==> src/rtl/collision_detect_if.sv <==
// Frame-update handshake between the bird/wall controllers and the collision checker.
interface collision_detect_if #(
    parameter int X_W     = 8,
    parameter int Y_W     = 7,
    parameter int SCORE_W = 8
);
    logic               check;
    logic               clear;
    logic [Y_W-1:0]     bird_y;
    logic [X_W-1:0]     wall_x;
    logic [Y_W-1:0]     gap_y;
    logic               touched;
    logic               done;
    logic [SCORE_W-1:0] score;

    modport master (output check, clear, bird_y, wall_x, gap_y,
                    input  touched, done, score);
    modport slave  (input  check, clear, bird_y, wall_x, gap_y,
                    output touched, done, score);
endinterface

==> src/rtl/collision_detect.sv <==
// Flappy-bird collision checker: snapshot -> compare -> update, sticky touched flag and score.
// Define GROUND_HIT_EN to also treat reaching the floor as a collision anywhere on screen.
module collision_detect #(
    parameter int X_W      = 8,
    parameter int Y_W      = 7,
    parameter int BIRD_X   = 20,
    parameter int BIRD_SZ  = 4,
    parameter int WALL_W   = 8,
    parameter int GAP_H    = 24,
    parameter int SCREEN_H = 120,
    parameter int SCORE_W  = 8
) (
    input  logic              clk,
    input  logic              resetn,
    collision_detect_if.slave bus
);
    localparam int XW1 = X_W + 1;
    localparam int YW1 = Y_W + 1;

    localparam logic [1:0] IDLE = 2'd0;
    localparam logic [1:0] SNAP = 2'd1;
    localparam logic [1:0] CMP  = 2'd2;
    localparam logic [1:0] UPD  = 2'd3;

    // One extra bit on every sum so edge positions never wrap.
    localparam logic [X_W:0] BX_L   = XW1'(BIRD_X);
    localparam logic [X_W:0] BX_R   = XW1'(BIRD_X + BIRD_SZ - 1);
    localparam logic [X_W:0] WW_M1  = XW1'(WALL_W - 1);
    localparam logic [Y_W:0] BSZ_M1 = YW1'(BIRD_SZ - 1);
    localparam logic [Y_W:0] GAP_M1 = YW1'(GAP_H - 1);

    logic [1:0]         state;
    logic [Y_W-1:0]     s_bird_y;
    logic [X_W-1:0]     s_wall_x;
    logic [Y_W-1:0]     s_gap_y;
    logic               x_hit, y_hit, g_hit;
    logic               hit, passed, passed_q;
    logic               touched_q, done_q;
    logic [SCORE_W-1:0] score_q;

    logic [X_W:0] wall_r;
    logic [Y_W:0] bird_b, gap_b;
    logic         x_hit_d, y_hit_d, g_hit_d, passed_d, touched_nx;

    always_comb begin
        wall_r     = {1'b0, s_wall_x} + WW_M1;
        bird_b     = {1'b0, s_bird_y} + BSZ_M1;
        gap_b      = {1'b0, s_gap_y} + GAP_M1;
        x_hit_d    = ({1'b0, s_wall_x} <= BX_R) && (wall_r >= BX_L);
        y_hit_d    = (s_bird_y < s_gap_y) || (bird_b > gap_b);
        passed_d   = wall_r < BX_L;
        touched_nx = touched_q | hit;
    end

`ifdef GROUND_HIT_EN
    localparam logic [Y_W:0] FLOOR = YW1'(SCREEN_H - 1);
    assign g_hit_d = bird_b >= FLOOR;
`else
    logic unused_screen_h;
    assign unused_screen_h = |SCREEN_H;
    assign g_hit_d         = 1'b0;
`endif

    always_ff @(posedge clk or negedge resetn) begin
        if (!resetn) begin
            state     <= IDLE;
            s_bird_y  <= '0;
            s_wall_x  <= '0;
            s_gap_y   <= '0;
            x_hit     <= 1'b0;
            y_hit     <= 1'b0;
            g_hit     <= 1'b0;
            hit       <= 1'b0;
            passed    <= 1'b0;
            passed_q  <= 1'b0;
            touched_q <= 1'b0;
            done_q    <= 1'b0;
            score_q   <= '0;
        end else if (bus.clear) begin
            // Restart wins over any check, including one already in flight.
            state     <= IDLE;
            passed_q  <= 1'b0;
            touched_q <= 1'b0;
            done_q    <= 1'b0;
            score_q   <= '0;
        end else begin
            done_q <= 1'b0;
            case (state)
                IDLE: if (bus.check && !done_q) begin
                    s_bird_y <= bus.bird_y;
                    s_wall_x <= bus.wall_x;
                    s_gap_y  <= bus.gap_y;
                    state    <= SNAP;
                end
                SNAP: begin
                    x_hit <= x_hit_d;
                    y_hit <= y_hit_d;
                    g_hit <= g_hit_d;
                    state <= CMP;
                end
                CMP: begin
                    hit    <= (x_hit & y_hit) | g_hit;
                    passed <= passed_d;
                    state  <= UPD;
                end
                default: begin
                    touched_q <= touched_nx;
                    if (passed && !passed_q && !touched_nx && (score_q != '1))
                        score_q <= score_q + SCORE_W'(1);
                    passed_q <= passed;
                    done_q   <= 1'b1;
                    state    <= IDLE;
                end
            endcase
        end
    end

    assign bus.touched = touched_q;
    assign bus.done    = done_q;
    assign bus.score   = score_q;
endmodule
==> src/flat_wrapper.sv <==
// flat-port wrapper written by rule: the top's interface ports become plain ports
module collision_detect_flat 
#(
    parameter int X_W      = 8,
    parameter int Y_W      = 7,
    parameter int BIRD_X   = 20,
    parameter int BIRD_SZ  = 4,
    parameter int WALL_W   = 8,
    parameter int GAP_H    = 24,
    parameter int SCREEN_H = 120,
    parameter int SCORE_W  = 8
)
  (clk, resetn, bus_check, bus_clear, bus_bird_y, bus_wall_x, bus_gap_y, bus_touched, bus_done, bus_score);
  collision_detect_if #(.X_W(X_W), .Y_W(Y_W), .SCORE_W(SCORE_W)) bus_i ();
  input  logic clk;
  input  logic resetn;
  input wire logic [$bits(bus_i.check)-1:0] bus_check;
  input wire logic [$bits(bus_i.clear)-1:0] bus_clear;
  input wire logic [$bits(bus_i.bird_y)-1:0] bus_bird_y;
  input wire logic [$bits(bus_i.wall_x)-1:0] bus_wall_x;
  input wire logic [$bits(bus_i.gap_y)-1:0] bus_gap_y;
  output wire logic [$bits(bus_i.touched)-1:0] bus_touched;
  output wire logic [$bits(bus_i.done)-1:0] bus_done;
  output wire logic [$bits(bus_i.score)-1:0] bus_score;
  assign bus_i.check = bus_check;
  assign bus_i.clear = bus_clear;
  assign bus_i.bird_y = bus_bird_y;
  assign bus_i.wall_x = bus_wall_x;
  assign bus_i.gap_y = bus_gap_y;
  assign bus_touched = bus_i.touched;
  assign bus_done = bus_i.done;
  assign bus_score = bus_i.score;
  collision_detect #(.X_W(X_W), .Y_W(Y_W), .BIRD_X(BIRD_X), .BIRD_SZ(BIRD_SZ), .WALL_W(WALL_W), .GAP_H(GAP_H), .SCREEN_H(SCREEN_H), .SCORE_W(SCORE_W)) u_core (.clk(clk), .resetn(resetn), .bus(bus_i));
endmodule
==> config.mk <==
export PLATFORM = sky130hd
export DESIGN_NAME = collision_detect_flat
export DESIGN_NICKNAME = d
export VERILOG_FILES = /design/src/rtl/collision_detect_if.sv /design/src/rtl/collision_detect.sv /design/src/flat_wrapper.sv
export SDC_FILE = /design/constraint.sdc
export NUM_CORES = 1
export LEC_CHECK = 0
export CAP_MARGIN = 20
export CORE_MARGIN = 3
export CORE_UTILIZATION = 50
export DETAILED_ROUTE_END_ITERATION = 7
export GPL_ROUTABILITY_DRIVEN = 0
export GPL_TIMING_DRIVEN = 0
export HOLD_SLACK_MARGIN = 0.1
export PLACE_DENSITY = 0.83
export SYNTH_ARGS = -nofsm -noshare
export SYNTH_HDL_FRONTEND = slang
export SYNTH_SLANG_ARGS = --single-unit
==> constraint.sdc <==
create_clock -name clk -period 4.6 [get_ports clk]
set_input_delay 0.46 -clock clk [delete_from_list [all_inputs] [get_ports clk]]
set_output_delay 0.46 -clock clk [all_outputs]
set_load 0.005 [all_outputs]
==> key figures <==
Pwr
  • IR drop worst, VDD: 0.332 mV
  • Power share of the clock group: 14.6%
  • Internal power: 939 uW
  • PwrDens: 580 mW/mm^2
  • Sequential share of power: 36.2%
  • Pwr Total: 1.58 mW
  • Pleak: 1.15 nW
  • Sw Share: 40.5%
  • Net Switching: 639 uW
  • Logic gate share of total power: 49.3%

Placed design
  • Post-DP HPWL: 3.49 mm
  • Port Buf Inserts: 34

Global route
  • Global route hottest layer: met2
  • Global routing usage on met1: 26.0%
  • First-pass GRT wire length: 7.84 mm
  • GR Util met2: 30.6%
  • Largest net degree at the start of global routing: 40
  • Total GRT Usage: 18.9%
  • Vias in the first global route: 1724
  • Congestion Overflow GR: 0
  • Antenna violations before repair: 0
  • GR Layer Usage met3: 4.27%

Route
  • ANT nets after route: 0
  • Routed WL: 4.67 mm
  • Initial drt markers: 72
  • Total iterations of the first detailed-routing run: 7
  • # DRC: 0
  • Drt wl/cell: 15.1 microns
  • Via/cell ratio: 5.71
  • DR vias: 1770

Floorplan
  • Row Count: 23
  • Ports: 36
  • Die area: 0.00531 sq mm
  • Core area: 0.00414 sq mm
  • Die Y: 72.9 microns
  • Starting Density: 54.0%
  • Die X: 72.9 microns

STA
  • Final period utilization: 51.0%
  • Fmax: 426 MHz
  • Finish-stage setup viols: 0
  • RSZ-0062 raised after global routing: no
  • Max Slew Vio Count: 0
  • Fin crit period: 2.35 ns
  • Setup_tns: 0 ns
  • Slew headroom: 42.7%
  • Worst-Margin Slew: 0.859 ns
  • Clk_skew: 0.00738 ns
  • Endpoints failing hold: 0

Logic synthesis
  • Yosys warnings: 0
  • Syn_nets: 266
  • Primary FF master, synth: dfrtp_1
  • Mean post-synth cell area: 10.3 sq um
  • Synth area leader: dfrtp_1
  • Synthesized area: 0.00224 sq mm
  • Largest cells by area after synthesis: dfrtp_1 44%, ha_1 12%, mux2_2 6.5%
  • Post-synth EDFFs: 0
  • Async S/R FF share, synth: 100%
  • #FFs+latches synth: 39
  • Seq/Total Area, Yosys: 43.6%
  • Post-synthesis instance total: 218
  • Synth unique cells: 45
  • Share of the synthesized area in the top cell type: 43.6%

Clock network
  • CTS tree: yes
  • H-tree depth: 2
  • # hold bufs at CTS: 0
  • Clock sinks: 39
  • Setup repair bufs after CTS: 0
  • Worst-Skew Late Latency: 0.29 ns
  • Cts repair resizes: 0
  • CTS Root Cell: clkbuf_8
  • Clock tree buffer depth: 2
  • Number of CTS-inserted buffers: 5
  • CTS clk-pin slew, worst paths: 0.08 ns

Worst setup path
  • Critical-path cell list: inv_1, ha_1, a21oi_1, o21ai_0, xnor2_1, ha_1, a21oi_1, a21boi_0, o31ai_1, o211ai_1
  • WS Path Type: flop to flop
  • R2R cell count: 10
  • Critical path arrival: 2.50 ns
  • CP endpoint kind: flop
  • Required @ worst endpoint: 4.76 ns
  • Critical-path maximum fanout: 4
  • Critical Path Source Type: flop
  • CP max stage delay: 0.36 ns
  • CP max-delay cell: dfrtp_1

Finish
  • Nets@finish: 307
  • Layout cell share with drive strength beyond 1: 11.9%
  • Filler Cells Inserted: 341
  • Diode count: 0
  • Reg area: 976 sq um
  • Multi-input logic area: 0.00118 sq mm
  • Area Growth Syn to Fin: 21.8%

Run
  • Max_cap viols: 0

Outcome
  • Outcome: finished clean

Hold path
  • Min-Delay Path Class: input pin to asynchronous set/reset pin
[layout by cell type (no fill, tap or decap), types with 2 or more instances in the layout]
cell | netlist | routed
clkinvlp_4 | 0 | 2
mux2_2 | 13 | 13
buf_2 | 3 | 4
nor2b_1 | 2 | 2
clkbuf_8 | 0 | 5
ha_1 | 22 | 22
inv_1 | 15 | 15
or4_1 | 2 | 2
o21ai_0 | 18 | 18
mux2i_1 | 2 | 2
clkdlybuf4s50_1 | 0 | 33
xnor2_1 | 8 | 8
nand4_1 | 5 | 5
xor2_1 | 2 | 2
dfrtp_1 | 39 | 39
o211ai_1 | 3 | 3
nor3_1 | 2 | 2
nand2b_1 | 2 | 2
and3_1 | 2 | 2
o31ai_1 | 4 | 4
nand3_1 | 5 | 5
and2_1 | 2 | 2
nor2_1 | 8 | 8
nand2_1 | 21 | 21
or3_1 | 3 | 3
a21oi_1 | 13 | 13
[critical path, delay by kind of cell, from the launching register on]
family / cells / cell delay, ns
AOI/OAI and AO/OA: 6 / 1.05
xor gates and xnor gates: 1 / 0.14
adders and majority gates: 2 / 0.56
DFF: 1 / 0.36
buffers and inverters: 1 / 0.11
[cell families (layout without fill, tap and decap cells)]
group	Yosys count	count (layout)	synth area share [%]
mux	15	15	7.44
fa+ha+maj	22	22	12.3
flops	39	39	43.6
buf+inv	21	63	3.75
compound gates	51	51	14.3
xor+xnor	10	10	3.92
simple gates	60	60	14.7
[flip-flops by register name (all words and copies together), names as in the netlist]
register and count:
u_core.bus.score 8, u_core.state 2, u_core.bus.done 1, u_core.passed_q 1
u_core.y_hit 1, u_core.s_gap_y 7, u_core.s_bird_y 7, u_core.hit 1
u_core.passed 1, u_core.s_wall_x 8, u_core.x_hit 1, u_core.bus.touched 1
[cell usage after synthesis, types with 2 or more instances]
library cell	number
a21oi_1	13
and2_1	2
and3_1	2
buf_2	3
dfrtp_1	39
ha_1	22
inv_1	15
mux2_2	13
mux2i_1	2
nand2_1	21
nand2b_1	2
nand3_1	5
nand4_1	5
nor2_1	8
nor2b_1	2
nor3_1	2
o211ai_1	3
o21ai_0	18
o31ai_1	4
or3_1	3
or4_1	2
xnor2_1	8
xor2_1	2
[final timing paths]
kind / start / endpoint / slack, ns
worst max-delay path: u_core.s_gap_y[0] / u_core.y_hit / 2.25
worst min-delay path: resetn / u_core.s_wall_x[7] / 0.28
worst max register to register: u_core.s_gap_y[0] / u_core.y_hit / 2.25
worst min register to register: u_core.x_hit / u_core.x_hit / 0.50
max in group asynchronous: resetn / u_core.bus.score[6] / 3.78
min in group clk: bus_clear / u_core.bus.done / 0.46
[per-stage QoR]
| stage | area (sq um) | utilization, % | instances | hold slack, ns | setup WS (ns) |
|---|---|---|---|---|---|
| final | 2720 | 65.7 | 310 | 0.278 | 2.25 |
| after global routing | 2720 | 65.7 | 310 | 0.345 | 2.06 |
| after CTS | 2720 | 65.7 | 310 | 0.311 | 2.28 |
| after detailed placement | 2630 | 63.6 | 302 | 0.488 | 2.32 |
| after global placement | 2640 | 63.7 | 302 | 0.465 | 2.12 |
| after floorplan | 2240 | - | 218 | 0.164 | 2.63 |
[area by class of cell]
class / count / area share, %
Multi-Input combinational cell: 158 / 43.2
Sequential cell: 39 / 35.8
Timing Repair Buffer: 34 / 12.3
Clock buffer: 5 / 2.53
Tap cell: 50 / 2.30
Inverter: 15 / 2.07
Buffer: 6 / 1.01
Clock inverter: 3 / 0.735
[power groups by stage]
stage	clock, mW	combinational [mW]	sequential [mW]
detailed placement	0	0.764	0.576
global placement	0	0.717	0.570
finish	0.230	0.778	0.571
global route	0.249	0.881	0.588
CTS	0.235	0.771	0.571
floorplan	0	0.590	0.546
[routing by layer]
metal | vias to the layer above | share of wire, %
met1 | 878 | 47
met3 | 2 | 3.2
met4 | 0 | 0.51
met5 | - | 0
met2 | 29 | 49
li1 | 861 | -
No activity file was read; power rests on OpenSTA's default activity.
